===== config.mk =====
export PLATFORM = sky130hd
export DESIGN_NAME = hex_char_sequencer
export DESIGN_NICKNAME = d
export VERILOG_FILES = /design/src/rtl/hex_char_sequencer.sv
export SDC_FILE = /design/constraint.sdc
export NUM_CORES = 1
export LEC_CHECK = 0
export CAP_MARGIN = 20
export CELL_PAD_IN_SITES_DETAIL_PLACEMENT = 0
export CELL_PAD_IN_SITES_GLOBAL_PLACEMENT = 1
export CORE_ASPECT_RATIO = 0.75
export CORE_UTILIZATION = 37
export CTS_BUF_LIST = sky130_fd_sc_hd__clkbuf_8
export DETAILED_ROUTE_END_ITERATION = 10
export GPL_ROUTABILITY_DRIVEN = 0
export GPL_TIMING_DRIVEN = 0
export PLACE_DENSITY = 0.89
export SYNTH_ARGS = -nofsm -noshare
export SYNTH_HDL_FRONTEND = slang
export SYNTH_HIERARCHICAL = 1
export SYNTH_SLANG_ARGS = --single-unit

===== constraint.sdc =====
create_clock -name clk -period 2.4 [get_ports clk]
set_input_delay 0.72 -clock clk [delete_from_list [all_inputs] [get_ports clk]]
set_output_delay 0.72 -clock clk [all_outputs]
set_load 0.05 [all_outputs]

===== src/rtl/hex_char_sequencer.sv =====
// Round-robin shares a registered hex-digit converter between two 32-bit word requesters and
// streams each granted word as ASCII characters over valid/ready. Optional trailing space: HEX_SEP_EN.

module itoa (
  input  logic       clk,
  input  logic       rst_n,
  input  logic [3:0] num,
  output logic [7:0] data
);

  // Registered nibble-to-ASCII conversion; "0".."9" then "A".."F".
  always_ff @(posedge clk or negedge rst_n) begin
    if (!rst_n) begin
      data <= 8'h30;
    end else if (num < 4'd10) begin
      data <= 8'h30 + {4'h0, num};
    end else begin
      data <= 8'h37 + {4'h0, num};
    end
  end

endmodule

module hex_char_sequencer #(
  parameter int unsigned NIBBLES = 8
) (
  input  logic        clk,
  input  logic        rst_n,
  input  logic [1:0]  req,
  input  logic [31:0] word0,
  input  logic [31:0] word1,
  output logic [1:0]  grant,
  output logic [7:0]  char_data,
  output logic        char_valid,
  input  logic        char_ready,
  output logic        char_last,
  output logic        busy
);

  localparam int unsigned SHAMT    = 4 * (8 - NIBBLES);
  localparam logic [2:0]  LAST_CNT = 3'(NIBBLES - 1);

`ifdef HEX_SEP_EN
  typedef enum logic [1:0] {S_IDLE, S_FETCH, S_SEND, S_SEP} state_e;
`else
  typedef enum logic [1:0] {S_IDLE, S_FETCH, S_SEND} state_e;
`endif

  state_e      state_q, state_d;
  logic [31:0] shift_q, shift_d;
  logic [2:0]  cnt_q, cnt_d;
  logic        last_gnt_q, last_gnt_d;
  logic [1:0]  grant_q, grant_d;
  logic        win;
  logic        hs;
  logic        is_last;
  logic [7:0]  itoa_data;

  assign hs      = char_valid && char_ready;
  assign is_last = (cnt_q == LAST_CNT);
  assign grant   = grant_q;

  itoa u_itoa (
    .clk   (clk),
    .rst_n (rst_n),
    .num   (shift_q[31:28]),
    .data  (itoa_data)
  );

  // State register
  always_ff @(posedge clk or negedge rst_n) begin
    if (!rst_n) begin
      state_q    <= S_IDLE;
      shift_q    <= '0;
      cnt_q      <= '0;
      last_gnt_q <= 1'b1;
      grant_q    <= '0;
    end else begin
      state_q    <= state_d;
      shift_q    <= shift_d;
      cnt_q      <= cnt_d;
      last_gnt_q <= last_gnt_d;
      grant_q    <= grant_d;
    end
  end

  // Next-state: arbitration in IDLE, nibble stepping on each accepted character
  always_comb begin
    state_d    = state_q;
    shift_d    = shift_q;
    cnt_d      = cnt_q;
    last_gnt_d = last_gnt_q;
    grant_d    = 2'b00;
    win        = 1'b0;
    case (state_q)
      S_IDLE: begin
        if (req != 2'b00) begin
          win        = (req == 2'b11) ? ~last_gnt_q : req[1];
          shift_d    = (win ? word1 : word0) << SHAMT;
          cnt_d      = 3'd0;
          last_gnt_d = win;
          grant_d    = win ? 2'b10 : 2'b01;
          state_d    = S_FETCH;
        end
      end
      S_FETCH: state_d = S_SEND;
      S_SEND: begin
        if (hs) begin
          if (!is_last) begin
            shift_d = shift_q << 4;
            cnt_d   = cnt_q + 3'd1;
            state_d = S_FETCH;
          end else begin
`ifdef HEX_SEP_EN
            state_d = S_SEP;
`else
            state_d = S_IDLE;
`endif
          end
        end
      end
`ifdef HEX_SEP_EN
      S_SEP: if (hs) state_d = S_IDLE;
`endif
      default: state_d = S_IDLE;
    endcase
  end

  // Outputs decoded from the state register only, so valid never sees ready
  always_comb begin
    char_valid = 1'b0;
    char_last  = 1'b0;
    char_data  = itoa_data;
    busy       = (state_q != S_IDLE);
    case (state_q)
      S_SEND: begin
        char_valid = 1'b1;
`ifndef HEX_SEP_EN
        char_last  = is_last;
`endif
      end
`ifdef HEX_SEP_EN
      S_SEP: begin
        char_valid = 1'b1;
        char_last  = 1'b1;
        char_data  = 8'h20;
      end
`endif
      default: ;
    endcase
  end

endmodule


==> summary.txt <==
Outcome -> finished clean
Register area share after synthesis -> 41.9%
First-pass DRT Iterations -> 5
Initial core utilization -> 38.2%
Vias/cell -> 5.28
Worst EP arrival -> 1.63 ns
Initial DRC count -> 105
Syn_nets -> 366
WP data required -> 1.68 ns
DP HPWL -> 5.73 mm
Final non-filler cell total -> 483
Critical Path Slowest Stage Cell -> clkdlybuf4s50_1
Critical path's largest stage delay -> 0.79 ns
Clk Latency, worst-skew pair -> 0.31 ns
Seq pwr share -> 30.4%
Avg Inst Size Synth -> 9.57 sq um
Total die area -> 7960 sq um
Setup violators final -> 0
I/O pin cnt -> 82
Setup Buffers After CTS -> 0
Ant diodes -> 0
WL final -> 7.66 mm
Final hold slack -> 0.320 ns
Clk slew on worst S/H paths -> 0.10 ns
Share of layout cells above drive strength 1 -> 13.4%
Global-route wire length before repair -> 12.4 mm
Pint -> 2.70 mW
Port Buffers -> 80
Worst hold path type -> in2async
Initial antenna violation count -> 0
Row count -> 27
Die width -> 103 um
Largest net degree at the start of global routing -> 33
RSZ-0062 raised after global routing -> false
Clk_skew -> 0.0168 ns
Fmax -> 0.426 GHz
Total power -> 4.69 mW
Switch share -> 42.4%
Distinct cell type count after synthesis -> 36
Static Leak -> 1.59 nW
Fin. Hold Viols -> 0
Clk pwr share -> 15.1%
Worst-margin pin slew -> 0.654 ns
Setup CP Type -> reg2out
Number of synthesized flops with an enable pin -> 0
Hold_buf cts -> 0
Cells after synthesis -> 294
Slew Viols, Final -> 0
CTS Buf Count -> 5
Combinational Power Share -> 54.5%
Core ar. -> 7360 sq um
CP Max Fanout -> 1
Total GRT Usage -> 20.2%
Clk sinks -> 47
Area grow syn2layout -> 38.1%
Drt wl/cell -> 15.9 um
Fraction of registers with async set/reset -> 100%
Max-cap viol count -> 0
H-tree Lvls -> 2
CTS tree -> yes
CTS Root Cell -> clkbuf_8
CP Buf/Inv Count -> 1
Post-DRT Antenna Nets -> 0
CTS max path bufs -> 2
Via Count -> 2551
Dominant synthesized flop cell -> dfrtp_1
GRT overflow -> 0
Synthesized cell area -> 2810 sq um
Max transition margin -> 55.9%
Pwr Density -> 1210 nW/um^2
CP Capture Type -> output pin
Number of global-route vias before repair -> 2547
Yosys warns -> 6
Post-layout net count -> 453
Max VDD drop -> 572 uV
Placed cells -> 476
Die Height -> 77.5 um
Detailed-route DRC error count -> 0
Crit share post-route -> 97.7%
P_sw -> 1.99 mW
Startpoint types -> register
Worst path top cell family by delay -> buffers and inverters
Worst-path cell chain -> clkdlybuf4s50_1
Synthesis-stage register bit count -> 47
Core Util, Final -> 52.8%
Fin crit period -> 2.35 ns
[final timing paths]
kind,start,endpoint,slack [ns],cells past startpoint
setup / recovery,u_itoa/data[5]$_DFF_PN1_,char_data[5],0.05,1
hold / removal,rst_n,shift_q[20]$_DFFE_PN0P_,0.32,1
setup reg to reg,cnt_q[0]$_DFFE_PN0P_,shift_q[15]$_DFFE_PN0P_,0.48,7
hold reg to reg,shift_q[3]$_DFFE_PN0P_,shift_q[3]$_DFFE_PN0P_,0.48,1
max in group asynchronous,rst_n,u_itoa/data[5]$_DFF_PN1_,1.53,2
min in group clk,shift_q[3]$_DFFE_PN0P_,shift_q[3]$_DFFE_PN0P_,0.48,1
[sequential cells by signal, summed over array words and instances (netlist names)]
signal / flops
last_gnt_q: 1
grant: 2
u_itoa/data: 7
cnt_q: 3
state_q: 2
shift_q: 32
[through the flow]
step / worst slack [ns] / cell area [sq um] / setup TNS (ns)
after floorplan: 0.210 / 2810 / 0
after global placement: -0.783 / 3740 / -35.73
after detailed placement: -0.247 / 3760 / -0.552
after CTS: 0.00685 / 3890 / 0
after global routing: 0.00927 / 3880 / 0
final: 0.0546 / 3880 / 0
[cells by family after synthesis]
| kind of cell | Yosys count | synth area share (%) |
|---|---|---|
| other cells | 1 | 0.133 |
| xor+xnor | 1 | 0.311 |
| mux | 6 | 2.18 |
| fa+ha+maj | 3 | 1.33 |
| simple gates | 96 | 18.9 |
| flops | 47 | 41.9 |
| buf+inv | 65 | 13.5 |
| compound gates | 75 | 21.7 |
[final cells by class]
cell class | count | area, sq um
Fill cell | 711 | 3480
Multi-Input combinational cell | 182 | 1260
Sequential cell | 47 | 1180
Timing Repair Buffer | 81 | 810
Buffer | 29 | 244
Inverter | 35 | 131
Tap cell | 101 | 126
Clock buffer | 5 | 68.8
Clock inverter | 3 | 67.6
[power groups by stage]
stage	clock network, mW	logic (mW)	registers [mW]
after floorplan	0	1.66	1.58
after global placement	0	2.50	1.43
after detailed placement	0	2.55	1.43
after CTS	0.709	2.56	1.42
after global routing	0.740	2.78	1.46
final	0.708	2.55	1.43
[synth_stat cells, types with 2 or more instances]
cell type / number / area share (%)
inv_1: 34 / 4.5
nand2b_1: 29 / 6.4
buf_12: 3 / 2.1
clkbuf_1: 3 / 0.40
dfrtp_1: 44 / 39
dfstp_2: 3 / 2.8
o211ai_1: 28 / 7.5
nor3_1: 56 / 10
nor2b_1: 2 / 0.44
ha_1: 3 / 1.3
nor2_1: 3 / 0.40
buf_6: 7 / 2.8
o2bb2ai_1: 6 / 1.9
buf_2: 12 / 2.1
o32ai_1: 28 / 8.7
buf_4: 5 / 1.3
a21oi_1: 3 / 0.53
mux2i_1: 5 / 1.8
o21ai_0: 3 / 0.53
[timing repair]
action	CTS	global route
cloned	0	0
resized for setup	15	1
setup endpoints to repair	3	2
[layer usage]
metal  part of all wire, %  track usage, %  up-vias  routed length [um]
li1                      -               -     1233                   -
met1                    46            28.8     1205                3530
met2                    44            30.7      100                3410
met3                   7.6            4.32       13                 585
met4                   1.7            5.29        0                 133
met5                     0               0        -                   0
[layout by cell type, fill, tap and decap left out, types with 2 or more instances in the layout]
master and n:
clkbuf_1 2, mux2i_1 5, o21ai_0 3, o2bb2ai_1 6, o32ai_1 28, dfrtp_1 44, nor2b_1 2, buf_6 7
dfstp_2 3, bufinv_16 2, buf_2 13, a21oi_1 3, clkdlybuf4s50_1 76, buf_4 6, o211ai_1 28, buf_12 4
nor2_1 2, ha_1 3, inv_1 34, clkbuf_8 5, nand2b_1 29, nor3_1 56
Note: power is estimated with default switching activity, not from simulation.
